### config.mk
export PLATFORM = sky130hd
export DESIGN_NAME = control_unit
export DESIGN_NICKNAME = d
export VERILOG_FILES = /design/src/rtl/cpu_pkg.sv /design/src/rtl/control_unit_select_encode.sv /design/src/rtl/control_unit.sv
export SDC_FILE = /design/constraint.sdc
export NUM_CORES = 1
export LEC_CHECK = 0
export CAP_MARGIN = 20
export CORE_ASPECT_RATIO = 1.4
export CORE_MARGIN = 2
export CORE_UTILIZATION = 42
export CTS_CLUSTER_SIZE = 8
export DETAILED_ROUTE_END_ITERATION = 8
export GPL_TIMING_DRIVEN = 1
export PLACE_DENSITY = 0.82
export SYNTH_ARGS = -nofsm -noshare
export SYNTH_HDL_FRONTEND = slang
export SYNTH_SLANG_ARGS = --single-unit
### constraint.sdc
create_clock -name Clock -period 6.6 [get_ports Clock]
set_clock_uncertainty 0.2 [all_clocks]
set_input_delay 1.98 -clock Clock [delete_from_list [all_inputs] [get_ports Clock]]
set_output_delay 1.98 -clock Clock [all_outputs]
set_load 0.02 [all_outputs]
### src/rtl/cpu_pkg.sv
// cpu_pkg: opcodes, sequencer states and per-opcode last execute state
package cpu_pkg;
  localparam logic [4:0] OP_LD   = 5'b00000;
  localparam logic [4:0] OP_ST   = 5'b00010;
  localparam logic [4:0] OP_ADD  = 5'b00011;
  localparam logic [4:0] OP_SUB  = 5'b00100;
  localparam logic [4:0] OP_AND  = 5'b00101;
  localparam logic [4:0] OP_OR   = 5'b00110;
  localparam logic [4:0] OP_ROR  = 5'b00111;
  localparam logic [4:0] OP_ROL  = 5'b01000;
  localparam logic [4:0] OP_SHR  = 5'b01001;
  localparam logic [4:0] OP_SHRA = 5'b01010;
  localparam logic [4:0] OP_SHL  = 5'b01011;
  localparam logic [4:0] OP_ADDI = 5'b01100;
  localparam logic [4:0] OP_ANDI = 5'b01101;
  localparam logic [4:0] OP_ORI  = 5'b01110;
  localparam logic [4:0] OP_DIV  = 5'b01111;
  localparam logic [4:0] OP_MUL  = 5'b10000;
  localparam logic [4:0] OP_NEG  = 5'b10001;
  localparam logic [4:0] OP_NOT  = 5'b10010;
  localparam logic [4:0] OP_JR   = 5'b10100;
  localparam logic [4:0] OP_IN   = 5'b10110;
  localparam logic [4:0] OP_OUT  = 5'b10111;
  localparam logic [4:0] OP_MFHI = 5'b11000;
  localparam logic [4:0] OP_MFLO = 5'b11001;
  localparam logic [4:0] OP_NOP  = 5'b11010;
  localparam logic [4:0] OP_HALT = 5'b11011;

  typedef enum logic [3:0] {RST, T0, T1, T2, T3, T4, T5, T6, T7, HALT} state_t;

  // ALU reg and immediate opcodes are contiguous, so one range covers both
  function automatic state_t last_state(input logic [4:0] op);
    return (op inside {[OP_ADD:OP_ORI]}) ? T5 :
           (op inside {OP_DIV, OP_MUL}) ? T6 :
           (op inside {OP_NEG, OP_NOT}) ? T4 :
           (op inside {OP_LD, OP_ST})   ? T7 : T3;
  endfunction
endpackage

### src/rtl/control_unit_select_encode.sv
// select_encode: picks Ra/Rb/Rc, decodes it one-hot onto Rin/Rout, sign-extends C
module select_encode (
  input  logic [26:0] ir,
  input  logic        gra,
  input  logic        grb,
  input  logic        grc,
  input  logic        rin,
  input  logic        rout,
  input  logic        ba_out,
  output logic [15:0] rin_vec,
  output logic [15:0] rout_vec,
  output logic [31:0] csext
);
  logic [3:0]  sel;
  logic [15:0] hot;
  assign sel      = gra ? ir[26:23] : grb ? ir[22:19] : ir[18:15];
  assign hot      = (gra | grb | grc) ? 16'd1 << sel : '0;
  assign rin_vec  = rin ? hot : '0;
  assign rout_vec = (rout | ba_out) ? hot : '0;
  assign csext    = {{13{ir[18]}}, ir[18:0]};
endmodule

### src/rtl/control_unit.sv
// control_unit: hard-wired fetch/execute sequencer driving datapath strobes from IR
module control_unit
  import cpu_pkg::*;
#(
  parameter int RESET_PC_HOLD = 1
) (
  input  logic        Clock,
  input  logic        clr,
  input  logic [31:0] IR,
  input  logic        Stop,
  output logic        Run,
  output logic [15:0] Rin,
  output logic [15:0] Rout,
  output logic        BAout,
  output logic [31:0] Csext,
  output logic        Cout,
  output logic        PCout,
  output logic        PCin,
  output logic        IncPC,
  output logic        MARin,
  output logic        MDRin,
  output logic        MDRout,
  output logic        Read,
  output logic        Write,
  output logic        IRin,
  output logic        Yin,
  output logic        Zin,
  output logic        ZLOout,
  output logic        ZHIout,
  output logic        HIin,
  output logic        HIout,
  output logic        LOin,
  output logic        LOout,
  output logic        INPORTout,
  output logic        OUTPORTin
);
  state_t      state, state_n, last;
  logic [15:0] cnt;
  logic        hold_done;
  logic [4:0]  op;
  logic        alu, imm, un, md, mem;
  logic        gra, grb, grc, rin_s, rout_s;

  assign op        = IR[31:27];
  assign alu       = op inside {[OP_ADD:OP_SHL]};
  assign imm       = op inside {[OP_ADDI:OP_ORI]};
  assign un        = op inside {OP_NEG, OP_NOT};
  assign md        = op inside {OP_DIV, OP_MUL};
  assign mem       = op inside {OP_LD, OP_ST};
  assign last      = last_state(op);
  assign hold_done = {16'd0, cnt} + 32'd1 >= $unsigned(RESET_PC_HOLD);
  assign Run       = !(state inside {RST, HALT});

  always_ff @(posedge Clock)
    if (!clr) begin
      state <= RST;
      cnt   <= '0;
    end else begin
      state <= state_n;
      cnt   <= (state == RST) ? cnt + 16'd1 : '0;
    end

  always_comb begin
    state_n = state;
    case (state)
      RST:     state_n = hold_done ? T0 : RST;
      T0:      state_n = T1;
      T1:      state_n = T2;
      T2:      state_n = T3;
      HALT:    state_n = HALT;
      default: state_n = (state == last) ? ((Stop || op == OP_HALT) ? HALT : T0) : state_t'(state + 4'd1);
    endcase
  end

  always_comb begin
    {Cout, PCout, PCin, IncPC, MARin, MDRin, MDRout, Read, Write, IRin, Yin, Zin,
     ZLOout, ZHIout, HIin, HIout, LOin, LOout, INPORTout, OUTPORTin, BAout} = '0;
    {gra, grb, grc, rin_s, rout_s} = '0;
    case (state)
      T0: {PCout, MARin, IncPC, Zin} = '1;
      T1: {ZLOout, PCin, Read, MDRin} = '1;
      T2: {MDRout, IRin} = '1;
      T3:
        if (alu || imm) {grb, rout_s, Yin} = '1;
        else if (un) {grb, rout_s, Zin} = '1;
        else if (md) {gra, rout_s, Yin} = '1;
        else if (mem) {grb, BAout, Yin} = '1;
        else if (op == OP_MFHI) {HIout, gra, rin_s} = '1;
        else if (op == OP_MFLO) {LOout, gra, rin_s} = '1;
        else if (op == OP_IN) {INPORTout, gra, rin_s} = '1;
        else if (op == OP_OUT) {gra, rout_s, OUTPORTin} = '1;
        else if (op == OP_JR) {gra, rout_s, PCin} = '1;
      T4:
        if (alu) {grc, rout_s, Zin} = '1;
        else if (md) {grb, rout_s, Zin} = '1;
        else if (imm || mem) {Cout, Zin} = '1;
        else if (un) {ZLOout, gra, rin_s} = '1;
      T5:
        if (alu || imm) {ZLOout, gra, rin_s} = '1;
        else if (md) {ZLOout, LOin} = '1;
        else if (mem) {ZLOout, MARin} = '1;
      T6:
        if (md) {ZHIout, HIin} = '1;
        else if (op == OP_LD) {Read, MDRin} = '1;
        else if (op == OP_ST) {gra, rout_s, MDRin} = '1;
      T7:
        if (op == OP_LD) {MDRout, gra, rin_s} = '1;
        else if (op == OP_ST) Write = 1'b1;
      default: ;
    endcase
  end

  select_encode u_sel (
    .ir(IR[26:0]),
    .gra(gra),
    .grb(grb),
    .grc(grc),
    .rin(rin_s),
    .rout(rout_s),
    .ba_out(BAout),
    .rin_vec(Rin),
    .rout_vec(Rout),
    .csext(Csext)
  );
endmodule

==> impl_metrics.tcl, run 1 <==
set metrics [dict create \
    ios 121 \
    synthesis.instances 352 \
    ys_ff_latch 20 \
    synth-compound-area-share_pct 17.8 \
    clk_pin_slew_ns 0.07 \
    n_fill_cell 422 \
    die_h_um 96.8 \
    drt_iter0_markers 211 \
    violations "setup timing" \
    whs_ns 0.298 \
    ys_top_cells_by_area "dfxtp_1 16%, buf_4 9.9%, nor4_1 5.8%" \
    pre_cts_slack_ns -0.766 \
    track_usage_pct 25.0 \
    timing.max_cap.violations 0 \
    r2r-end "state[0]" \
    synthSimpleGateAreaFrac_pct 36.5 \
    drt_wl_total_um 9730 \
    synth_cell_type_count 64 \
    dp_hpwl_um 5930 \
    outcome "finished with violations" \
    numPortBuffers 90 \
    core_area_mm2 0.00590 \
    worstHoldEndpoint "cnt[0]" \
    area_growth_pct 59.7 \
    cts_max_level 1 \
    critPathMostFrequentCell "buf_6" \
    vias_per_cell 5.96 \
    relSlewSlack_pct 53.4 \
    post-synth-top-count-cell "buf_4" \
    arrival_ns 4.48 \
    hp-class "flip-flop to flip-flop" \
    synth_fa_ha_area_share_pct 2.91 \
    grt_max_degree 17 \
    min_from "cnt[0]" \
    yosysWarnings 0 \
    cp_slowest_stage_delay_ns 0.53 \
    final.min_clock_period_ns 6.66 \
    grt_overflow_total 0 \
    fmax_mhz 150 \
    setup_viol 3 \
    worst_slack_ns -0.0557 \
    detailedRoute.firstPassIterationCount 4 \
    cp_max_fo 6 \
    power_leakage_uw 0.00164 \
    r2r_slack_ns 4.01 \
    numCtsBuffers 3 \
    synth_edf_count 0 \
    insertion_delay_ns 0.26 \
    final_nets 508 \
    netlist_top_cells_count "34 x buf_4, 32 x nand2_1, 31 x nor2_1" \
    cts_num_sinks 20 \
    avgSynthCellArea_um2 7.33 \
    seq_area_frac_synth_pct 15.5 \
    synthMuxAreaShare_pct 5.57 \
    rsz0062_at_grt "yes" \
    drtAntennaViolNets 0 \
    async_reset_ff_share_pct 0 \
    finalMaxSlewViolations 0 \
    initial_core_util_pct 43.7 \
    synth.top_cell.area_share_pct 15.5 \
    diodes 0 \
    powerDensity_mw_per_mm2 178 \
    period_share_pct 101 \
    yosys_most_used_dff "dfxtp_1" \
    routedWlPerCell_um 18.2 \
    critPathRequiredTime_ns 4.42 \
    synthXorXnorAreaFrac_pct 5.77 \
    place_congestion 0.994 \
    crit_type "input port to output port" \
    grt_pass1_wl_um 14400 \
    synth_top_area_cell "dfxtp_1" \
    cp-start-kind "input port" \
    placed_area_mm2 0.00357 \
    r2r-start "cnt[0]" \
    die_area_mm2 0.00680 \
    holdPathStages 1 \
    final_util_pct 69.8 \
    r2r_cells 7 \
    cp_cell_sequence "buf_6 > buf_6 > and4_4 > or4_4 > o211ai_1 > nor3_4 > buf_6 > buf_6 > a211o_4 > buf_4 > buf_6 > nor4_2 > buf_4" \
    final_area_mm2 0.00412 \
    tritoncts "done" \
    dr_total_vias 3197 \
    antenna_found_initial 0 \
    syn_area_mm2 0.00258 \
    clock_path_buffers 2 \
    syn-num-nets 393 \
    fp.dieW_um 70.3 \
    peakVddDrop_mv 0.254 \
    synth_top_family_by_area "simple AND/OR/NAND/NOR gates" \
    grt_pass1_vias 3001 \
    cts-root-buf "clkbuf_8" \
    crit_path_end_kind "output port" \
    rows 33 \
    crit_path_top_delay_cell "or4_4" \
    tightest_slew_ns 0.693 \
    hold_viol_final 0 \
    drc 0 \
    drive_above_1_share_pct 36.9 \
]
## per-stage QoR
stage	cells	setup TNS [ns]	power, µW
4_1_cts	524	0	680
6_report	536	-0.0998	733
5_1_grt	536	-0.598	774
3_5_place_dp	502	-19.79	559
2_1_floorplan	352	0	424
3_3_place_gp	502	-18.44	547
## where the power goes
group | switching (µW) | internal [µW] | leakage [µW]
Clock | 39.0 | 53.1 | 0.0000288
Sequential | 23.5 | 133 | 0.000162
Combinational | 277 | 207 | 0.00145
## metal layers
metal / GRT usage, % / vias up / routed length [µm]
met1: 28.1 / 1512 / 3640
met5: 0 / - / 0
met3: 4.58 / 31 / 721
met4: 9.47 / 0 / 338
met2: 45.6 / 159 / 5030
li1: - / 1495 / -
## cell type report
cell class / count / area (µm²) / share of cell area [%]
multi-input combinational: 267 / 2140 / 51.9
sequential: 20 / 400 / 9.71
tap: 70 / 87.6 / 2.12
clock buffer: 4 / 55.1 / 1.34
timing repair buffer: 165 / 1400 / 34.0
inverter: 10 / 37.5 / 0.910
## flip-flops by register name (all words and copies together) (netlist names)
register,cells
state,4
cnt,16
## cells by family after synthesis
family	after synthesis
adder cells (fa/ha/maj)	6
AND/OR/NAND/NOR	166
XOR/XNOR	17
flip-flops	20
AO/OA/AOI/OAI	64
multiplexers	12
buffers and inverters	67
## worst max-delay path, delay by kind of cell
kind                   cells  cell delay (ns)
buffers and inverters      7             0.94
and+or+nand+nor            4             1.01
AOI/OAI and AO/OA          2             0.54
## cell usage in the layout (no fill, tap or decap), drive strengths merged, types with 3 or more instances in the layout
cell	count
nand4	5
clkbuf	13
clkdlybuf4s50	53
o211ai	6
dfxtp	20
o31ai	5
a21oi	12
and3	3
xnor2	4
nor3b	3
mux2	9
nand3	13
nand2b	3
nor3	17
buf	103
and2	7
a31oi	6
nor4	29
nor2b	4
ha	6
nand2	32
xor2	13
and3b	3
and4	4
nor2	31
nand4b	3
mux2i	5
inv	10
o21ai	11
## how the worst max path moves through the flow
stage / end / startpoint / depth (start not counted)
after floorplan: Rin[13] / IR[27] / 8
after global placement: Rout[1] / IR[28] / 8
final: Rout[13] / IR[29] / 13
after CTS: Rin[15] / IR[29] / 11
after detailed placement: Rout[14] / IR[28] / 9
after global routing: Rout[13] / IR[29] / 13
## repair_timing
action | in CTS | in global routing
resized for setup | 170 | 91
setup endpoints to repair | 32 | 32
hold buffers | 0 | 0
buffers inserted | 17 | 15
pin swaps | 9 | 20
cloned | 3 | 0
hold endpoints to repair | 0 | 0
Note: power is estimated with default switching activity, not from simulation.
==> run 2: changes to the inputs <==
- CORE_UTILIZATION: 42 -> 65
- CTS_CLUSTER_DIAMETER: default -> 100
- DONT_BUFFER_PORTS: default -> 1
- PLACE_DENSITY: 0.82 -> 0.81
- SKIP_LAST_GASP: default -> 1
==> run 2 against run 1 <==
  * Sequential share of layout area grew 5.9 points
  * Hold slack gained 0.019 ns
  * Setup slack gained 0.28 ns
  * Highest routed layer unchanged
  * Cell count shrank 30%
  * Via count shrank 20%
  * Non-clock buffer count shrank 132
  * The run now ends clean
==> impl_metrics.tcl, run 2 (synthesis results as in run 1) <==
set metrics [dict create \
    outcome "finished, final reports clean" \
    final_common_cell "buf_4" \
    worstHoldEndpoint "cnt[0]" \
    min_from "cnt[0]" \
    clock_path_buffers 2 \
    fp.dieW_um 57.3 \
    dr_total_vias 2545 \
    cts-root-buf "clkbuf_8" \
    r2r-end "state[0]" \
    period_share_pct 96.5 \
    clk_pin_slew_ns 0.07 \
    drc 0 \
    p_comb_share_pct 54.2 \
    n_fill_cell 347 \
    core_area_mm2 0.00388 \
    drive_above_1_share_pct 16.3 \
    antenna_found_initial 0 \
    reg_top3 "cnt: 16 flops, state: 4 flops" \
    setup_viol 0 \
    final.min_clock_period_ns 6.37 \
    drt_iter0_markers 194 \
    rsz0062_at_grt "no" \
    p_int_uw 260 \
    grt_pass1_vias 2172 \
    finalMaxSlewViolations 0 \
    detailedRoute.firstPassIterationCount 6 \
    cp_max_fo 23 \
    insertion_delay_ns 0.26 \
    initial_core_util_pct 66.4 \
    critPathRequiredTime_ns 4.42 \
    power_leakage_uw 0.000935 \
    regMostFlops "cnt" \
    cts_max_level 1 \
    dp_hpwl_um 4600 \
    crit_type "input port to output port" \
    fmax_mhz 157 \
    vias_per_cell 6.80 \
    fin_tns_setup_ns 0 \
    grt_overflow_total 0 \
    hp-class "flip-flop to flip-flop" \
    grt_pass1_wl_um 10100 \
    timing.max_cap.violations 0 \
    numPortBuffers 0 \
    place_congestion 0.882 \
    peakVddDrop_mv 0.167 \
    p_total_uw 516 \
    clkPwrFrac_pct 15.2 \
    track_usage_pct 27.2 \
    diodes 0 \
    die_area_mm2 0.00450 \
    swShare_pct 49.5 \
    routedWlPerCell_um 17.0 \
    switchingPower_uw 255 \
    power_frac_seq_pct 30.6 \
    tightest_slew_ns 0.762 \
    ios 121 \
    drt_wl_total_um 6360 \
    crit_path_end_kind "output port" \
    rows 27 \
    drtAntennaViolNets 0 \
    powerDensity_mw_per_mm2 202 \
    cts_num_sinks 20 \
    relSlewSlack_pct 48.8 \
    r2r_slack_ns 3.95 \
    hold_viol_final 0 \
    r2r_cells 7 \
    largest_register_ff_count 16 \
    tritoncts "done" \
    final_cell_mix "33 x buf_4, 32 x nand2_1, 31 x nor2_1" \
    arrival_ns 4.19 \
    die_h_um 78.6 \
    numCtsBuffers 3 \
    final_nets 374 \
    area_growth_pct -0.921 \
    cp-start-kind "input port" \
    grt_max_degree 24 \
    holdPathStages 1 \
    r2r-start "cnt[0]" \
    cts_hold_buf 0 \
]
-- run 2: cell types whose count changed in the layout (fill, tap and decap cells not counted), moves of 4 or more --
| cell | change |
|---|---|
| clkdlybuf4s50_1 | -53 |
| buf_4 | -45 |
| nor4_1 | +15 |
| buf_2 | -12 |
| nor4_4 | -10 |
| buf_6 | -9 |
| clkbuf_2 | -9 |
| nor4_2 | -5 |
| buf_12 | -4 |
| mux2i_1 | +4 |
-- run 2: through the flow --
stage               utilization, %  area (µm²)  hold WS [ns]  instances  setup WS (ns)
finish                        65.8        2560         0.317        374          0.228
global route                  65.8        2560         0.333        374          0.118
CTS                           65.7        2550         0.307        374          0.211
detailed placement            64.6        2510         0.292        371          0.226
global placement              64.4        2500         0.275        370         0.0325
floorplan                        -        2580         0.253        352         0.0606
-- run 2: layer usage --
layer  global-route usage, %  vias to the layer above  routed length, µm
li1                        -                     1227                  -
met1                    32.5                     1165               2480
met2                    48.9                      130               3270
met3                    4.12                       23                436
met4                    8.60                        0                173
met5                       0                        -                  0
-- run 2: how the worst max path moves through the flow --
stage / slack [ns] / endpoint / start / cells past startpoint
floorplan: 0.06 / Rin[13] / IR[27] / 8
global placement: 0.03 / Rout[10] / IR[31] / 7
detailed placement: 0.23 / Rout[5] / IR[27] / 8
CTS: 0.21 / Rout[5] / IR[31] / 8
global route: 0.12 / Rout[5] / IR[31] / 8
finish: 0.23 / Rout[14] / IR[31] / 8
-- run 2: repair_timing --
item	in CTS	in global routing
endpoints found under the hold margin	0	0
gates resized for setup	0	1
endpoints found under the setup margin	0	1
setup buffers	0	0
-- run 2: layout make-up --
type	instances	area [µm²]	share of cell area (%)
Multi-Input combinational cell	265	1780	69.5
Sequential cell	20	400	15.7
Timing Repair Buffer	33	248	9.69
Tap cell	43	53.8	2.10
Clock buffer	3	41.3	1.61
Inverter	10	37.5	1.47
-- run 2: critical path, stage by stage --
cell and delay (ns):
or4b_4 0.52, a21oi_2 0.14, o22ai_2 0.10, buf_4 0.18
mux2i_1 0.16, o31a_1 0.46, nor4_1 0.43, buf_4 0.22
-- run 2: power by group through the flow --
stage / clock (µW) / combinational (µW) / sequential, µW
final: 78.2 / 279 / 158
after global routing: 85.3 / 305 / 160
after CTS: 80.4 / 276 / 157
after detailed placement: 0 / 274 / 160
after global placement: 0 / 268 / 158
after floorplan: 0 / 275 / 149
